File: src/rtl/tt_probe_pkg.sv
// Shared definitions for the probe-capture tile: FSM state encoding,
// trigger mode codes, ui_in pin assignments, status word layout and the
// trigger-condition helper.
package tt_probe_pkg;

    typedef enum logic [1:0] {
        IDLE    = 2'b00,
        ARMED   = 2'b01,
        POST    = 2'b10,
        READOUT = 2'b11
    } state_t;

    localparam logic [1:0] TRIG_IMM   = 2'b00;
    localparam logic [1:0] TRIG_RISE  = 2'b01;
    localparam logic [1:0] TRIG_FALL  = 2'b10;
    localparam logic [1:0] TRIG_LEVEL = 2'b11;

    localparam int UI_ARM     = 0;
    localparam int UI_READ    = 1;
    localparam int UI_MODE_LO = 2;
    localparam int UI_MODE_HI = 3;
    localparam int UI_CH_LO   = 4;
    localparam int UI_CH_HI   = 6;
    localparam int UI_ABORT   = 7;

    localparam int STAT_STATE_HI = 7;
    localparam int STAT_STATE_LO = 6;
    localparam int STAT_PRE_OK   = 5;
    localparam int STAT_PTR_HI   = 3;
    localparam int STAT_PTR_LO   = 0;

    // ch_ok is low when the selected channel is not captured; only the
    // immediate mode can fire in that case.
    function automatic logic trig_hit(input logic [1:0] mode,
                                      input logic       cur_bit,
                                      input logic       prev_bit,
                                      input logic       ch_ok);
        logic hit;
        hit = 1'b0;
        case (mode)
            TRIG_IMM:   hit = 1'b1;
            TRIG_RISE:  hit = ch_ok & cur_bit & ~prev_bit;
            TRIG_FALL:  hit = ch_ok & ~cur_bit & prev_bit;
            TRIG_LEVEL: hit = ch_ok & cur_bit;
            default:    hit = 1'b0;
        endcase
        return hit;
    endfunction

endpackage

File: src/rtl/tt_probe_sync_edge.sv
// Two-flop synchroniser followed by a delay flop for one control pin.
// Ports:
//   clk, rst_n : clock, asynchronous active-low reset
//   pin        : asynchronous input pin
//   level      : synchronised level (second flop)
//   rise       : one-cycle pulse on a synchronised 0->1 transition
// Runs regardless of the tile enable, so edges seen while disabled are
// simply consumed and lost.
module probe_sync_edge (
    input  logic clk,
    input  logic rst_n,
    input  logic pin,
    output logic level,
    output logic rise
);

    logic s1;
    logic s2;
    logic s3;

    always_ff @(posedge clk or negedge rst_n) begin
        if (!rst_n) begin
            s1 <= 1'b0;
            s2 <= 1'b0;
            s3 <= 1'b0;
        end else begin
            s1 <= pin;
            s2 <= s1;
            s3 <= s2;
        end
    end

    assign level = s2;
    assign rise  = s2 & ~s3;

endmodule

File: src/rtl/tt_um_probe_capture.sv
// Trigger-and-capture logic analyser tile.
// Ports:
//   ui_in   : [0] arm, [1] read_next, [3:2] trigger mode,
//             [6:4] trigger channel, [7] abort
//   uio_in  : probed signals, channels [WIDTH-1:0] captured
//   uo_out  : status word, or the current buffer sample while in READOUT
//   uio_out : tied low
//   uio_oe  : tied low, all uio pins are inputs
//   ena     : tile enable; low freezes everything but the synchronisers
//   clk, rst_n : clock, asynchronous active-low reset
//
// state   | meaning
// IDLE    | nothing written, waiting for arm
// ARMED   | writing circular buffer, looking for a trigger
// POST    | trigger seen, writing the post-trigger samples
// READOUT | buffer frozen, host steps through it with read_next
module tt_um_probe_capture
    import tt_probe_pkg::*;
#(
    parameter int DEPTH   = 16,
    parameter int WIDTH   = 8,
    parameter int PRETRIG = 4
) (
    input  logic [7:0] ui_in,
    output logic [7:0] uo_out,
    input  logic [7:0] uio_in,
    output logic [7:0] uio_out,
    output logic [7:0] uio_oe,
    input  logic       ena,
    input  logic       clk,
    input  logic       rst_n
);

    localparam int AW = $clog2(DEPTH);
    localparam int FW = AW + 1;

    localparam logic [AW-1:0] ONE_A     = AW'(1);
    localparam logic [FW-1:0] ONE_F     = FW'(1);
    localparam logic [AW-1:0] PRE_A     = AW'(PRETRIG);
    localparam logic [FW-1:0] PRE_F     = FW'(PRETRIG);
    localparam logic [FW-1:0] DEPTH_F   = FW'(DEPTH);
    localparam logic [AW-1:0] POST_INIT = AW'(DEPTH - PRETRIG - 1);
    localparam logic [AW-1:0] LAST_RD   = AW'(DEPTH - 1);

    state_t            state;
    logic [AW-1:0]     wr_ptr;
    logic [FW-1:0]     fill;
    logic [AW-1:0]     trig_ptr;
    logic [AW-1:0]     post_cnt;
    logic [AW-1:0]     rd_ptr;
    logic [AW-1:0]     rd_cnt;
    logic [WIDTH-1:0]  prev;
    logic [WIDTH-1:0]  mem [DEPTH];

    logic arm_rise;
    logic read_rise;
    logic abort_lvl;
    logic arm_lvl_unused;
    logic read_lvl_unused;
    logic abort_rise_unused;

    probe_sync_edge u_sync_arm (
        .clk   (clk),
        .rst_n (rst_n),
        .pin   (ui_in[UI_ARM]),
        .level (arm_lvl_unused),
        .rise  (arm_rise)
    );

    probe_sync_edge u_sync_read (
        .clk   (clk),
        .rst_n (rst_n),
        .pin   (ui_in[UI_READ]),
        .level (read_lvl_unused),
        .rise  (read_rise)
    );

    probe_sync_edge u_sync_abort (
        .clk   (clk),
        .rst_n (rst_n),
        .pin   (ui_in[UI_ABORT]),
        .level (abort_lvl),
        .rise  (abort_rise_unused)
    );

    logic [WIDTH-1:0] cur;
    logic [7:0]       cur8;
    logic [7:0]       prev8;
    logic [1:0]       mode;
    logic [2:0]       ch;
    logic             ch_ok;
    logic             hit;
    logic             pre_ok;
    logic [FW-1:0]    fill_inc;
    logic             writing;
    logic             unused_uio;

    // Mode and channel are taken straight from the pins; the host keeps
    // them static while armed, so no synchroniser is needed.
    assign cur        = uio_in[WIDTH-1:0];
    assign cur8       = 8'(cur);
    assign prev8      = 8'(prev);
    assign mode       = ui_in[UI_MODE_HI:UI_MODE_LO];
    assign ch         = ui_in[UI_CH_HI:UI_CH_LO];
    assign ch_ok      = int'(ch) < WIDTH;
    assign hit        = trig_hit(mode, cur8[ch], prev8[ch], ch_ok);
    assign pre_ok     = fill >= PRE_F;
    assign fill_inc   = (fill == DEPTH_F) ? fill : fill + ONE_F;
    assign writing    = ena && !abort_lvl && (state == ARMED || state == POST);
    assign unused_uio = ^uio_in;

    always_ff @(posedge clk or negedge rst_n) begin
        if (!rst_n) begin
            state    <= IDLE;
            wr_ptr   <= '0;
            fill     <= '0;
            trig_ptr <= '0;
            post_cnt <= '0;
            rd_ptr   <= '0;
            rd_cnt   <= '0;
            prev     <= '0;
        end else if (ena) begin
            prev <= cur;
            if (abort_lvl) begin
                state <= IDLE;
            end else begin
                case (state)
                    IDLE: begin
                        if (arm_rise) begin
                            wr_ptr <= '0;
                            fill   <= '0;
                            state  <= ARMED;
                        end
                    end
                    ARMED: begin
                        wr_ptr <= wr_ptr + ONE_A;
                        fill   <= fill_inc;
                        if (hit && pre_ok) begin
                            trig_ptr <= wr_ptr;
                            post_cnt <= POST_INIT;
                            if (POST_INIT == '0) begin
                                // trigger sample is the last one: freeze now
                                rd_ptr <= wr_ptr - PRE_A;
                                rd_cnt <= '0;
                                state  <= READOUT;
                            end else begin
                                state <= POST;
                            end
                        end
                    end
                    POST: begin
                        wr_ptr   <= wr_ptr + ONE_A;
                        fill     <= fill_inc;
                        post_cnt <= post_cnt - ONE_A;
                        if (post_cnt == ONE_A) begin
                            rd_ptr <= trig_ptr - PRE_A;
                            rd_cnt <= '0;
                            state  <= READOUT;
                        end
                    end
                    READOUT: begin
                        if (read_rise) begin
                            rd_ptr <= rd_ptr + ONE_A;
                            rd_cnt <= rd_cnt + ONE_A;
                            if (rd_cnt == LAST_RD) begin
                                state <= IDLE;
                            end
                        end
                    end
                    default: state <= IDLE;
                endcase
            end
        end
    end

    always_ff @(posedge clk) begin
        if (writing) begin
            mem[wr_ptr] <= cur;
        end
    end

    always_comb begin
        uo_out = '0;
        if (state == READOUT) begin
            uo_out = 8'(mem[rd_ptr]);
        end else begin
            uo_out[STAT_STATE_HI:STAT_STATE_LO] = state;
            uo_out[STAT_PRE_OK]                 = pre_ok;
            uo_out[STAT_PTR_HI:STAT_PTR_LO]     = 4'(wr_ptr);
        end
    end

    assign uio_out = 8'h00;
    assign uio_oe  = 8'h00;

endmodule
File: config.mk
export PLATFORM = sky130hd
export DESIGN_NAME = tt_um_probe_capture
export DESIGN_NICKNAME = d
export VERILOG_FILES = /design/src/rtl/tt_probe_pkg.sv /design/src/rtl/tt_probe_sync_edge.sv /design/src/rtl/tt_um_probe_capture.sv
export SDC_FILE = /design/constraint.sdc
export NUM_CORES = 1
export LEC_CHECK = 0
export ABC_CLOCK_PERIOD_IN_PS = 2650
export BUFFER_PORTS_ARGS = -buffer_cell sky130_fd_sc_hd__buf_2
export CAP_MARGIN = 20
export CORE_UTILIZATION = 55
export CTS_CLUSTER_SIZE = 20
export DETAILED_ROUTE_END_ITERATION = 10
export GPL_TIMING_DRIVEN = 0
export HOLD_SLACK_MARGIN = 0.15
export PLACE_DENSITY_LB_ADDON = 0.05
export SYNTH_ARGS = -nofsm -noshare
export SYNTH_HDL_FRONTEND = slang
export SYNTH_SLANG_ARGS = --single-unit
File: constraint.sdc
create_clock -name clk -period 2.65 [get_ports clk]
set_input_delay 0.265 -clock clk [delete_from_list [all_inputs] [get_ports clk]]
set_output_delay 0.265 -clock clk [all_outputs]
set_load 0.1 [all_outputs]
-- Word-level counts from Yosys, hierarchy flattened
Memory sizes are Yosys's and may differ from the RTL's.
Cells that the tools add are included.
W data, S select, Z words.
- add/sub/neg operators: 6
- magnitude comparators: 2
- equal/unequal tests: 19
- mux-type cells: 30
- bitwise operators: 9
- reduce and logical (&&, ||, !) cells: 17
- operators with widths (kind ; number):
    $pmux W4 S2 ; 4
    $mux W4 ; 7
    $add A4 B1 Y4 const B ; 3
    $mux W2 ; 6
    $reduce_and A4 Y1 ; 3
    $mux W5 ; 2
    $pmux W5 S2 ; 1
    $reduce_and A5 Y1 ; 2
    $ne A3 B2 Y1 const B ; 3
    $eq A2 B2 Y1 const B ; 4
    $pmux W2 S4 ; 1
    $bmux W1 S3 ; 2
    $ne A2 B2 Y1 const B ; 3
    $ne A3 B1 Y1 const B ; 2
    $reduce_and A6 Y1 ; 1
    $reduce_bool A2 Y1 ; 3
    $add A5 B1 Y5 const B ; 1
    $eq A5 B5 Y1 const B ; 1
    $ge A5 B3 Y1 const B ; 1
    $mux W1 ; 5
    $not A1 Y1 ; 5
    $and A1 B1 Y1 ; 4
    $eq A2 B1 Y1 const B ; 2
    $eq A4 B1 Y1 const B ; 1
    other kinds (12) ; 16
- register bits: 43
- memory bits (writable): 128
- input port bits: 19
- output and inout bits: 24
- word-level logic and storage cells: 100
- memories kept: 1
- memory list (memory ; depth ; bits a word ; read ports ; clocked after memory_dff ; write ports ; line ; source):
    mem ; 16 ; 8 ; 1 ; 0 ; 1 ; tt_um_probe_capture.sv:53 ; logic [WIDTH-1:0] mem [DEPTH];

-- Depth between registers and ports, before layout
- word-level depth: 9
- depth in mapped cells: 9
- depth with buffers taken out: 8

-- Hierarchy
From an unflattened synthesis, not the netlist that was laid out.
- cell total of the unflattened synthesis: 480
- area total of the unflattened synthesis: 7465.9 µm²
- by module, submodules not included (module ; times used ; cells an instance ; area an instance (µm²) ; seq. area each (µm²)):
    tt_um_probe_capture ; 1 ; 468 ; 7199.4 ; 4719.5
    probe_sync_edge ; 3 ; 4 ; 88.8 ; 75.1

-- Worst setup path after synthesis
No wires, ideal clock.
- path type: register to output
- start point: register state[0]
- end point: output port uo_out[2]
- arrival: 3.073 ns
- data required time: 2.385 ns
- slack: -0.688 ns
- cell stages (with the launch flop): 5
- path buffers: 2
- path through: dfrtp_1 ha_1 clkbuf_1 clkbuf_1 o21ai_0
- longest elaborated chain between the ends: 2
- ends and longest elaborated chain (element ; line ; source):
    start, declared ; tt_um_probe_capture.sv:45 ; state_t state;
    start signal, assigned ; tt_um_probe_capture.sv:114 ; state <= IDLE;
    start signal, assigned ; tt_um_probe_capture.sv:125 ; state <= IDLE;
    start signal, assigned ; tt_um_probe_capture.sv:132 ; state <= ARMED;
    $eq A2 B2 Y1 ; tt_um_probe_capture.sv:184 ; if (state == READOUT) begin
    $mux W4 ; tt_um_probe_capture.sv:184 ;
    end, declared ; tt_um_probe_capture.sv:25 ; output logic [7:0] uo_out,
Every way passes these cells.

-- Final worst setup path
- start point: register rd_ptr[0]
- end point: output port uo_out[0]
- longest elaborated chain between the ends: 2
- ends and longest elaborated chain (element ; line ; source):
    start, declared ; tt_um_probe_capture.sv:50 ; logic [AW-1:0] rd_ptr;
    start signal, assigned ; tt_um_probe_capture.sv:143 ; rd_ptr <= wr_ptr - PRE_A;
    start signal, assigned ; tt_um_probe_capture.sv:156 ; rd_ptr <= trig_ptr - PRE_A;
    start signal, assigned ; tt_um_probe_capture.sv:163 ; rd_ptr <= rd_ptr + ONE_A;
    $mem_v2 Z16 W8 ; - ;
    $mux W4 ; tt_um_probe_capture.sv:184 ;
Every way passes these cells.

==> qor.log <==
qor: outcome.violated_checks negative setup slack
qor: sta.worst_clock_skew 0.006754 ns
qor: clocking.cts_made_buffers 17
qor: sta.max_freq 355.8 MHz
qor: sta.hold_viol 0
qor: sta.grt_setup_unrepaired yes
qor: critical_path.timing.setup.critical_path_class register to primary output
qor: floorplanning.dieHeight 117.9 µm
qor: floorplanning.fp.dieArea 13900 µm²
qor: clocking.clock_sink_count 171
qor: sta.finalSetupViolations 7
qor: route.drt-wirelength-per-cell 21.16 µm
qor: pwr.powerDensity 1020 nW/µm²
qor: cells_and_area.layout.cells.non_filler 737
qor: cells_and_area.regArea 4921 µm²
qor: logic_synthesis.synth_seq_area_share 66.58%
qor: clocking.worstSkewPairLatency 0.42 ns
qor: critical_path.crit_path_required_time 2.38 ns
qor: cells_and_area.final_layout_size_suffix_gt1_share 28.37%
qor: route.detail_route.first_pass.iterations 5
qor: sta.setup_total_negative_slack -0.4514 ns
qor: route.total_detailed_routing_wirelength 15600 µm
qor: critical_path.critPathLaunchType register
qor: route.via_count 4328
qor: route.drc 0
qor: cells_and_area.area_growth 18.61%
qor: global_routing.grt_max_degree 44
qor: critical_path.cp_data_arrival_time 2.55 ns
qor: clocking.cts_tree done
qor: sta.actual_slew_at_the_worst_max_slew_pin 0.8047 ns
qor: logic_synthesis.netlist.top_cell.by_area sky130_fd_sc_hd__edfxtp_1
qor: logic_synthesis.synth.distinct_cells 48
qor: logic_synthesis.synth-async-reset-ratio 25.15%
qor: logic_synthesis.synth.area.top_cells sky130_fd_sc_hd__edfxtp_1 52%, sky130_fd_sc_hd__dfrtp_1 15%, sky130_fd_sc_hd__mux4_2 7.6%
qor: floorplanning.num_rows 41
qor: logic_synthesis.synth_enable_flop_cells 128
qor: place.dp_worst_setup_slack -0.5678 ns
qor: sta.post-route-min-period 2.811 ns
qor: place.place_congestion 0.8460
qor: floorplanning.top_level_ports 43
qor: route.post_drt_via_cell_ratio 5.872
qor: global_routing.number_of_global_route_vias_before_repair 4307
qor: pwr.fin_total_pwr 8.938 mW
qor: cells_and_area.nets 584
qor: sta.maxSlewHeadroom 46.16%
qor: logic_synthesis.yosys_most_used_dff sky130_fd_sc_hd__edfxtp_1
qor: floorplanning.die_w 117.9 µm
qor: route.drtIter0Drc 326
qor: logic_synthesis.yosys_register_bits 171
qor: clocking.cts_htree_levels 4
qor: logic_synthesis.synthesis.instances 477
qor: job.max-cap-violations 0
qor: logic_synthesis.yosys_warning_count 0
qor: route.antenna_violating_nets_post_route 0
qor: pwr.max-vdd-ir-drop 0.0005458 V
qor: cells_and_area.final_instance_area 8765 µm²
qor: logic_synthesis.syn_avg_cell_area 15.49 µm²
qor: place.io_buffer_count 26
qor: floorplanning.start_util 57.39%
qor: sta.period_share 106.1%
qor: floorplanning.coreArea 12880 µm²
qor: worst_hold_path.min_delay_path_class input pin to asynchronous set/reset pin
qor: global_routing.grt_use_total 24.20%
qor: cells_and_area.multi_input_area 2379 µm²
qor: global_routing.grt_antenna_before_repair 0
qor: critical_path.critPathMaxFanout 10
qor: place.detailed_place_hpwl 10430 µm
qor: sta.maxSlewViolCount 0
qor: sta.final_critical_path_setup_slack -0.1609 ns
qor: logic_synthesis.synth.cell_area 7390 µm²
qor: place.placement.cell_area 7824 µm²
qor: logic_synthesis.share_of_the_synthesized_area_in_the_top_cell_type 52.01%
qor: place.place_inst 694
qor: critical_path.worst_setup_path_end_kind primary output
qor: outcome.run_status finished with violations
qor: critical_path.reg2regPathDepth 6
qor: global_routing.grt_pass1_wl 24320 µm
qor: global_routing.remaining_global_route_overflow 0
qor: cells_and_area.nFillCells 894
qor: clocking.deepest_clock_path_buffer_count 2
qor: pwr.power.leakage 3.189 nW
qor: clocking.cts_root_buffer sky130_fd_sc_hd__clkbuf_16
qor: clocking.clk_pin_slew 0.06 ns
cell usage after synthesis, types with 10 or more instances:
| cell type | count |
|---|---|
| sky130_fd_sc_hd__edfxtp_1 | 128 |
| sky130_fd_sc_hd__dfrtp_1 | 43 |
| sky130_fd_sc_hd__nand2_1 | 30 |
| sky130_fd_sc_hd__o21ai_0 | 26 |
| sky130_fd_sc_hd__mux4_2 | 25 |
| sky130_fd_sc_hd__nor2_1 | 20 |
| sky130_fd_sc_hd__mux2i_1 | 18 |
| sky130_fd_sc_hd__buf_4 | 16 |
| sky130_fd_sc_hd__clkbuf_1 | 16 |
| sky130_fd_sc_hd__inv_1 | 15 |
| sky130_fd_sc_hd__ha_1 | 14 |
| sky130_fd_sc_hd__a21oi_1 | 13 |
| sky130_fd_sc_hd__mux2_2 | 12 |
| sky130_fd_sc_hd__nor3_1 | 11 |
| sky130_fd_sc_hd__nand3_1 | 10 |
| sky130_fd_sc_hd__o221ai_1 | 10 |
cell families after synthesis:
| group | count (synthesis) | share of synthesized area (%) |
|---|---|---|
| flip-flops | 171 | 66.58 |
| AND/OR/NAND/NOR | 93 | 6.011 |
| AO/OA/AOI/OAI | 82 | 7.264 |
| multiplexers | 62 | 13.92 |
| buffers and inverters | 53 | 3.691 |
| adder cells (fa/ha/maj) | 14 | 2.370 |
| other | 1 | 0.05075 |
| XOR/XNOR | 1 | 0.1185 |
layout by cell type (no fill, tap or decap), types with 4 or more instances in the layout:
cell,instances
sky130_fd_sc_hd__edfxtp_1,128
sky130_fd_sc_hd__dfrtp_1,42
sky130_fd_sc_hd__nand2_1,29
sky130_fd_sc_hd__mux4_2,25
sky130_fd_sc_hd__buf_4,24
sky130_fd_sc_hd__buf_2,20
sky130_fd_sc_hd__nor2_1,19
sky130_fd_sc_hd__mux2i_1,18
sky130_fd_sc_hd__clkbuf_16,17
sky130_fd_sc_hd__o21ai_0,16
sky130_fd_sc_hd__conb_1,16
sky130_fd_sc_hd__inv_1,15
sky130_fd_sc_hd__clkbuf_1,14
sky130_fd_sc_hd__ha_1,14
sky130_fd_sc_hd__mux2_2,11
sky130_fd_sc_hd__a21oi_1,10
sky130_fd_sc_hd__nand3_1,10
sky130_fd_sc_hd__nor3_1,9
sky130_fd_sc_hd__buf_12,7
sky130_fd_sc_hd__o21ai_2,6
sky130_fd_sc_hd__buf_6,5
sky130_fd_sc_hd__o221ai_2,5
sky130_fd_sc_hd__o22ai_1,5
sky130_fd_sc_hd__o221ai_1,5
sky130_fd_sc_hd__buf_8,4
sky130_fd_sc_hd__o21ai_1,4
sky130_fd_sc_hd__mux2_4,4
sky130_fd_sc_hd__a21o_1,4
sky130_fd_sc_hd__nor2b_1,4
sky130_fd_sc_hd__mux4_1,4
sky130_fd_sc_hd__a22o_1,4
sky130_fd_sc_hd__dlygate4sd3_1,4
power breakdown:
part / internal (mW) / switching, mW / leakage [nW] / total (mW)
Combinational: 1.30 / 2.06 / 1.25 / 3.36
Clock: 1.31 / 1.01 / 0.261 / 2.32
Sequential: 3.08 / 0.175 / 1.68 / 3.26
Total: 5.69 / 3.25 / 3.19 / 8.94
final timing paths:
kind	from	slack [ns]	end
min in group clk	uio_in[4]	0.27	mem[9][4]
max in group asynchronous	rst_n	2.04	rd_ptr[1]
worst max-delay path	rd_ptr[0]	-0.16	uo_out[0]
worst max register to register	prev[6]	0.12	trig_ptr[3]
worst min register to register	u_sync_read.s1	0.35	u_sync_read.level
worst min-delay path	rst_n	0.19	u_sync_read.s1
through the flow:
stage          util (%)  hold WS [ns]
2_1_floorplan         -      -0.03059
3_3_place_gp      60.57        0.3332
3_5_place_dp      60.76        0.3364
4_1_cts           67.40        0.2590
5_1_grt           68.05        0.2062
6_report          68.07        0.1865
state kept, by name, indices dropped and copies added (netlist names):
signal,count
u_sync_read.s3,1
post_cnt,4
trig_ptr,4
rd_cnt,4
u_sync_arm.level,1
u_sync_arm.s1,1
u_sync_arm.s3,1
u_sync_abort.s1,1
u_sync_read.s1,1
rd_ptr,4
state,2
mem,128
prev,8
u_sync_read.level,1
fill,5
wr_ptr,4
u_sync_abort.level,1
final cells by class:
type                    count  area share, %
diodes                      1        0.02855
plain buffers              36          3.026
clock buffers              20          4.982
clock inverters            12          1.328
inverters                  15         0.6424
multi-input cells         268          27.14
flip-flops and latches    171          56.15
well taps                 172          2.455
repair buffers             42          4.254
what timing repair did:
action | in CTS | in global routing
pin swaps | 6 | 9
endpoints found under the hold margin | 46 | 0
setup endpoints to repair | 8 | 19
buffers inserted | 7 | 0
gates resized for setup | 65 | 14
hold buffers | 4 | 0
per-layer routing:
layer / track usage, % / vias to the layer above / share of wire, %
met5: 0 / - / 0
met4: 9.615 / 0 / 1.8
met3: 5.766 / 14 / 7.2
met2: 36.43 / 168 / 48
met1: 34.24 / 2172 / 43
li1: - / 1974 / -
worst max-delay path: stages (launching register included):
cell and delay, ns:
sky130_fd_sc_hd__dfrtp_1 0.36, sky130_fd_sc_hd__buf_6 0.15, sky130_fd_sc_hd__buf_8 0.17, sky130_fd_sc_hd__mux4_2 0.55, sky130_fd_sc_hd__a222oi_1 0.55, sky130_fd_sc_hd__a21oi_2 0.14, sky130_fd_sc_hd__buf_8 0.21
No activity file was read; power rests on OpenSTA's default activity.
